### src/rtl/encoder_8x3_pkg.sv
// Shared widths and code constants for the 8-to-3 priority encoder.
package encoder_8x3_pkg;

  localparam int unsigned IN_W   = 8;
  localparam int unsigned CODE_W = 3;

  localparam logic [CODE_W-1:0] CODE_0 = 3'd0;
  localparam logic [CODE_W-1:0] CODE_1 = 3'd1;
  localparam logic [CODE_W-1:0] CODE_2 = 3'd2;
  localparam logic [CODE_W-1:0] CODE_3 = 3'd3;
  localparam logic [CODE_W-1:0] CODE_4 = 3'd4;
  localparam logic [CODE_W-1:0] CODE_5 = 3'd5;
  localparam logic [CODE_W-1:0] CODE_6 = 3'd6;
  localparam logic [CODE_W-1:0] CODE_7 = 3'd7;

endpackage

### src/rtl/encoder_8x3_if.sv
// Request/result bundle between a requester and the encoder.
interface encoder_8x3_if;
  import encoder_8x3_pkg::*;

  logic              en;
  logic [IN_W-1:0]   In;
  logic [CODE_W-1:0] Y;
  logic              valid;
  logic              multi;

  modport master (output en, output In, input Y, input valid, input multi);
  modport slave  (input en, input In, output Y, output valid, output multi);

endinterface

### src/rtl/encoder_8x3_core.sv
// Combinational priority scan (bit 7 wins) plus more-than-one-bit detect.
module encoder_8x3_core
  import encoder_8x3_pkg::*;
(
  input  logic [IN_W-1:0]   In,
  input  logic              en,
  output logic [CODE_W-1:0] y_c,
  output logic              valid_c,
  output logic              multi_c
);

  logic [CODE_W-1:0] scan;
  logic [IN_W-1:0]   low_cleared;

  // Ascending scan: the last set bit seen is the most significant one.
  always_comb begin
    scan = CODE_0;
    for (int unsigned i = 0; i < IN_W; i++) begin
      if (In[i]) scan = i[CODE_W-1:0];
    end
  end

  // Clearing the lowest set bit leaves something only when two or more were set.
  assign low_cleared = In & (In - {{(IN_W-1){1'b0}}, 1'b1});

  always_comb begin
    y_c     = CODE_0;
    valid_c = 1'b0;
    multi_c = 1'b0;
    if (en) begin
      y_c     = scan;
      valid_c = |In;
      multi_c = |low_cleared;
    end
  end

endmodule

### src/rtl/encoder_8x3.sv
// Registered 8-to-3 priority encoder; outputs follow inputs by one clock.
module encoder_8x3
  import encoder_8x3_pkg::*;
(
  input  logic    clk,
  input  logic    rst,
  encoder_8x3_if.slave bus
);

  logic [CODE_W-1:0] y_d, y_q;
  logic              valid_d, valid_q;
  logic              multi_d, multi_q;

  encoder_8x3_core u_core (
    .In      (bus.In),
    .en      (bus.en),
    .y_c     (y_d),
    .valid_c (valid_d),
    .multi_c (multi_d)
  );

  always_ff @(posedge clk or posedge rst) begin
    if (rst) begin
      y_q     <= CODE_0;
      valid_q <= 1'b0;
      multi_q <= 1'b0;
    end else begin
      y_q     <= y_d;
      valid_q <= valid_d;
      multi_q <= multi_d;
    end
  end

  assign bus.Y     = y_q;
  assign bus.valid = valid_q;
  assign bus.multi = multi_q;

endmodule

### src/flat_wrapper.sv
// flat-port wrapper written by rule: the top's interface ports become plain ports
module encoder_8x3_flat import encoder_8x3_pkg::*;
  (clk, rst, bus_en, bus_In, bus_Y, bus_valid, bus_multi);
  encoder_8x3_if bus_i ();
  input  logic clk;
  input  logic rst;
  input wire logic [$bits(bus_i.en)-1:0] bus_en;
  input wire logic [$bits(bus_i.In)-1:0] bus_In;
  output wire logic [$bits(bus_i.Y)-1:0] bus_Y;
  output wire logic [$bits(bus_i.valid)-1:0] bus_valid;
  output wire logic [$bits(bus_i.multi)-1:0] bus_multi;
  assign bus_i.en = bus_en;
  assign bus_i.In = bus_In;
  assign bus_Y = bus_i.Y;
  assign bus_valid = bus_i.valid;
  assign bus_multi = bus_i.multi;
  encoder_8x3 u_core (.clk(clk), .rst(rst), .bus(bus_i));
endmodule
### config.mk
export PLATFORM = sky130hd
export DESIGN_NAME = encoder_8x3_flat
export DESIGN_NICKNAME = d
export VERILOG_FILES = /design/src/rtl/encoder_8x3_pkg.sv /design/src/rtl/encoder_8x3_if.sv /design/src/rtl/encoder_8x3_core.sv /design/src/rtl/encoder_8x3.sv /design/src/flat_wrapper.sv
export SDC_FILE = /design/constraint.sdc
export NUM_CORES = 1
export LEC_CHECK = 0
export CAP_MARGIN = 10
export CORE_AREA = 2 2 39 41
export CTS_CLUSTER_SIZE = 14
export DETAILED_ROUTE_END_ITERATION = 6
export DIE_AREA = 0 0 41 43
export GPL_TIMING_DRIVEN = 0
export PLACE_DENSITY = 0.53
export SLEW_MARGIN = 20
export SYNTH_ARGS = -nofsm -noshare
export SYNTH_HDL_FRONTEND = slang
export SYNTH_SLANG_ARGS = --single-unit
export TNS_END_PERCENT = 1
### constraint.sdc
create_clock -name clk -period 0.8 [get_ports clk]
set_input_delay 0.12 -clock clk [delete_from_list [all_inputs] [get_ports clk]]
set_output_delay 0.12 -clock clk [all_outputs]
set_load 0.03 [all_outputs]
Yosys cells after proc, flatten, opt, wreduce, memory -nomap -nowiden
Index checks and enable logic that the tools add are counted.

Bits in registers: 5.

$add $sub $neg: 1. Multiplexer cells: 10. Bitwise operators: 1. Reductions and logical operators: 2.

Operator list (number): two-way mux 3 bit (7); OR reduction 8 bit (2); AND 8 bit (1); subtractor 8 x 1 -> 8 bit (second input constant) (1); two-way mux 1 bit (3).

Logic depth before layout (Yosys ltp)
Depth in word-level cells: 8. Depth in mapped cells: 4. Gate-level depth less buffers: 4.

Cells and area by module
A second synthesis with hierarchy kept.

Cell total of the unflattened synthesis: 26. Area, all modules: 264.0 um2.

By module, submodules not included: encoder_8x3_core (instances 1, cells an instance 20, area an instance 135.1 um2, seq. area each 0.0 um2); encoder_8x3 (instances 1, cells an instance 6, area an instance 128.9 um2, seq. area each 125.1 um2).

Worst setup path before layout
No wires, ideal clock.

Path kind: in2reg. From: input port bus_In[4]. To: register u_core.multi_q (netlist: u_core.bus.multi). Library setup time: 0.120 ns. Arrival: 0.713 ns. Setup slack: -0.033 ns. Stages: 4. Path buffers: 0. Cell sequence: maj3_2 -> nor2_1 -> o21ai_1 -> and3_1.

Word-level cells in the longest chain between the ends: 4.

RTL lines: start: declaration (RTL line flat_wrapper.sv:8) `input wire logic [$bits(bus_i.In)-1:0] bus_In;`; subtractor 8 x 1 -> 8 bit (RTL line encoder_8x3_core.sv:24) `assign low_cleared = In & (In - {{(IN_W-1){1'b0}}, 1'b1});`; AND 8 bit (*) (RTL line encoder_8x3_core.sv:24); OR reduction 8 bit (*) (RTL line encoder_8x3_core.sv:33) `multi_c = |low_cleared;`; two-way mux 1 bit (*) (RTL line encoder_8x3_core.sv:30) `if (en) begin`; named net u_core.multi_d (RTL line encoder_8x3.sv:12) `logic multi_d, multi_q;`; end signal: assignment (RTL line encoder_8x3.sv:30) `multi_q <= multi_d;`; end: declaration (RTL line encoder_8x3.sv:12).

The timed path passes the listed nets; every way through them passes the cells marked *.

Final worst setup path
From: register u_core.y_q[2] (netlist: u_core.bus.Y[2]). To: output port bus_Y[2].

RTL lines: start: declaration (RTL line encoder_8x3.sv:10) `logic [CODE_W-1:0] y_d, y_q;`; start signal: assignment (RTL line encoder_8x3.sv:28) `y_q <= y_d;`; end: declaration (RTL line flat_wrapper.sv:9) `output wire logic [$bits(bus_i.Y)-1:0] bus_Y;`.

No word-level cell between the ends.

==> impl_metrics.csv <==
group,metric,value,unit
detailed_routing,wl_per_cell,9.156,um
synth,synthAdderAreaFrac,0.04128,
detailed_routing,drt_drc_violations_left,0,
clocking,path_clk_slew,0.04,ns
detailed_routing,ant_nets,0,
global_route,grt-ovfl-total,0,
outcome,status,"complete, but fails checks",
synth,synthCells,27,
job,cap_viol_max_count,0,
timing,fmax,1173,MHz
power_and_ir_drop,ir_worst_vdd,317.9,uV
global_route,grt.total_usage,0.08124,
detailed_routing,drt_first_pass_iters,2,
synth,synth-compound-area-share,0.2661,
layout,nets,60,
timing,finalSetupViolCount,5,
synth,ys_seq_area_frac,0.4587,
timing,fin_crit_sh,1.066,
clocking,cts_hold_buf,0,
synth,syn-num-nets,38,
worst_hold_path,min_path_type,"in2async",
timing,rsz0062_at_grt,"yes",
outcome,violations,"negative setup slack",
power_and_ir_drop,power.density,1533,nW/um^2
synth,yosys_register_bits,5,
layout,drive_gt1_frac,0.4375,
timing,hold_violations,0,
layout,regArea,125.1,um^2
synth,async_flop_share,1.000,
synth,synthTopCellsByCount,"dfrtp_1 (5), a21boi_0 (3), nor2_1 (3)",
layout,fin_util,0.3481,
critical_path,endpoint,"bus_Y[2]",
synth,yosysWarnings,0,
floorplanning,row_count,14,
synth,muxShareOfSynthArea,0,
detailed_routing,drt-total-wl,586,um
timing,drv_slew,0,
synth,synth-xor-area-share,0,
clocking,htree_levels,1,
floorplanning,fp.dieH,43,um
synth,postSynthAreaPerCell,10.10,um^2
timing,timing.hold.ws,0.08054,ns
synth,synth_most_common_cell,"dfrtp_1",
critical_path,required,0.68,ns
power_and_ir_drop,p_leak,0.2082,nW
detailed_routing,vias_per_cell,4.328,
placement,gp_congestion,0.7818,
synth,synth_area,272.8,um^2
floorplanning,die_area,1763,um^2
floorplanning,start_util,0.1971,
critical_path,path_class,"reg2out",
timing,relSlewSlack,0.8407,
synth,synth.distinct_cells,16,
placement,io_buffer_count,15,
critical_path,crit_path_max_incr_delay,0.36,ns
timing,worst_slack,-0.05250,ns
layout,num_antenna_cells,0,
critical_path,cpMaxStageDelayCell,"dfrtp_1",
synth,synth-edff-count,0,
floorplanning,io_pins,16,
timing,final.min_clock_period,0.8525,ns
clocking,clock_sinks,5,
global_route,grt_max_degree,6,
detailed_routing,first_iter_violations,2,
critical_path,critPathLaunch,"u_core.bus.Y[2]",
global_route,grt_pass1_vias,246,
detailed_routing,vias,277,
floorplanning,core_area,1384,um^2
synth,yosysTopAreaCell,"dfrtp_1",
synth,synth_ff_type,"dfrtp_1",
global_route,grt_pass1_wl,952,um
critical_path,cp.buffers_inverters,1,
critical_path,cp_cell_sequence,"buf_6",
placement,hpwl,448,um
critical_path,crit_path_start_kind,"register",
critical_path,critPathMaxFanout,1,
clocking,clockBufferDepth,2,
synth,synth_top_family_by_area,"compound AO/OA/AOI/OAI gates",
critical_path,arrival,0.73,ns
critical_path,end_kind,"primary output",
synth,synth_area_leaders,"dfrtp_1 (46%), a21boi_0 (8.3%), nor4_4 (7.8%), a211oi_1 (5.5%), maj3_2 (4.1%)",
layout,fill_cells,160,
clocking,cts_tree,"done",
global_route,antenna_found_initial,0,
floorplanning,fp.dieW,41,um
timing,max_slew.worst_pin.slew,0.2371,ns
layout,syn_to_final_growth,76.61,%
layout,multi_input_area,160.2,um^2
synth,synthSimpleGateAreaFrac,0.2064,
synth,synth_top_area_frac,0.4587,
clocking,root_buffer,"clkbuf_4",
clocking,numCtsBuffers,3,
placement,place_ws,-0.6450,ns
critical_path,path_depth,1,
critical_path,cp_top_family,"flip-flops",
[metrics by stage]
stage	instance area [um^2]	power [mW]	TNS [ns]	std cells
after floorplan	272.8	0.3491	-0.005962	27
after global placement	442.9	0.4592	-3.557	58
after detailed placement	442.9	0.4579	-3.551	58
after CTS	490.5	0.7490	-0.3226	63
after global routing	481.7	0.7752	-0.3665	64
final	481.7	0.7384	-0.2571	64
[flip-flops by register name, summed over array words and instances (netlist names)]
register	flops
u_core.bus.Y	3
u_core.bus.multi	1
u_core.bus.valid	1
[layout make-up]
class / count / area share
well taps: 16 / 0.04156
repair buffers: 17 / 0.2961
multi-input cells: 20 / 0.3325
clock buffers: 4 / 0.05455
flip-flops and latches: 5 / 0.2597
inverters: 2 / 0.01558
[what timing repair did]
item	4_1_cts	5_1_grt
endpoints found under the setup margin	10	8
setup buffers	1	1
pin swaps	2	2
resized for setup	54	11
[routing by layer]
metal	vias to the layer above	part of all wire	global-route usage
met1	123	0.38	0.08333
met3	0	0.099	0.02094
li1	143	-	-
met4	0	0	0.08000
met2	11	0.52	0.1219
met5	-	0	0
[cells by family (layout without fill, tap and decap cells)]
kind of cell	Yosys count	after routing
simple gates	8	8
compound gates	11	11
flops	5	5
buf+inv	2	23
fa+ha+maj	1	1
[worst min path at each step]
| stage | depth (start not counted) | start | slack [ns] | endpoint |
|---|---|---|---|---|
| after floorplan | 1 | rst | -0.10 | u_core.bus.Y[0] |
| after global placement | 2 | rst | 0.33 | u_core.bus.multi |
| after detailed placement | 2 | rst | 0.33 | u_core.bus.valid |
| after CTS | 2 | rst | 0.08 | u_core.bus.valid |
| after global routing | 2 | rst | 0.1 | u_core.bus.valid |
| final | 2 | rst | 0.08 | u_core.bus.multi |
[where the power goes]
group | switching [mW] | total [mW] | internal (mW)
Sequential | 0.00630 | 0.276 | 0.270
Combinational | 0.0973 | 0.182 | 0.0846
Clock | 0.0926 | 0.280 | 0.188
Total | 0.196 | 0.738 | 0.542
[cells in the final DEF, fill, tap and decap left out, drive strengths merged]
cell type      count
buf               10
dfrtp              5
a211oi             2
nor3               1
nor2b              1
o21bai             1
nor4               2
clkdlybuf4s50      2
a21boi             3
inv                2
clkdlybuf4s15      2
o21ai              3
a21oi              1
maj3               1
clkbuf             7
and3               1
o21a               1
nor2               3
No activity file was read; power rests on OpenSTA's default activity.
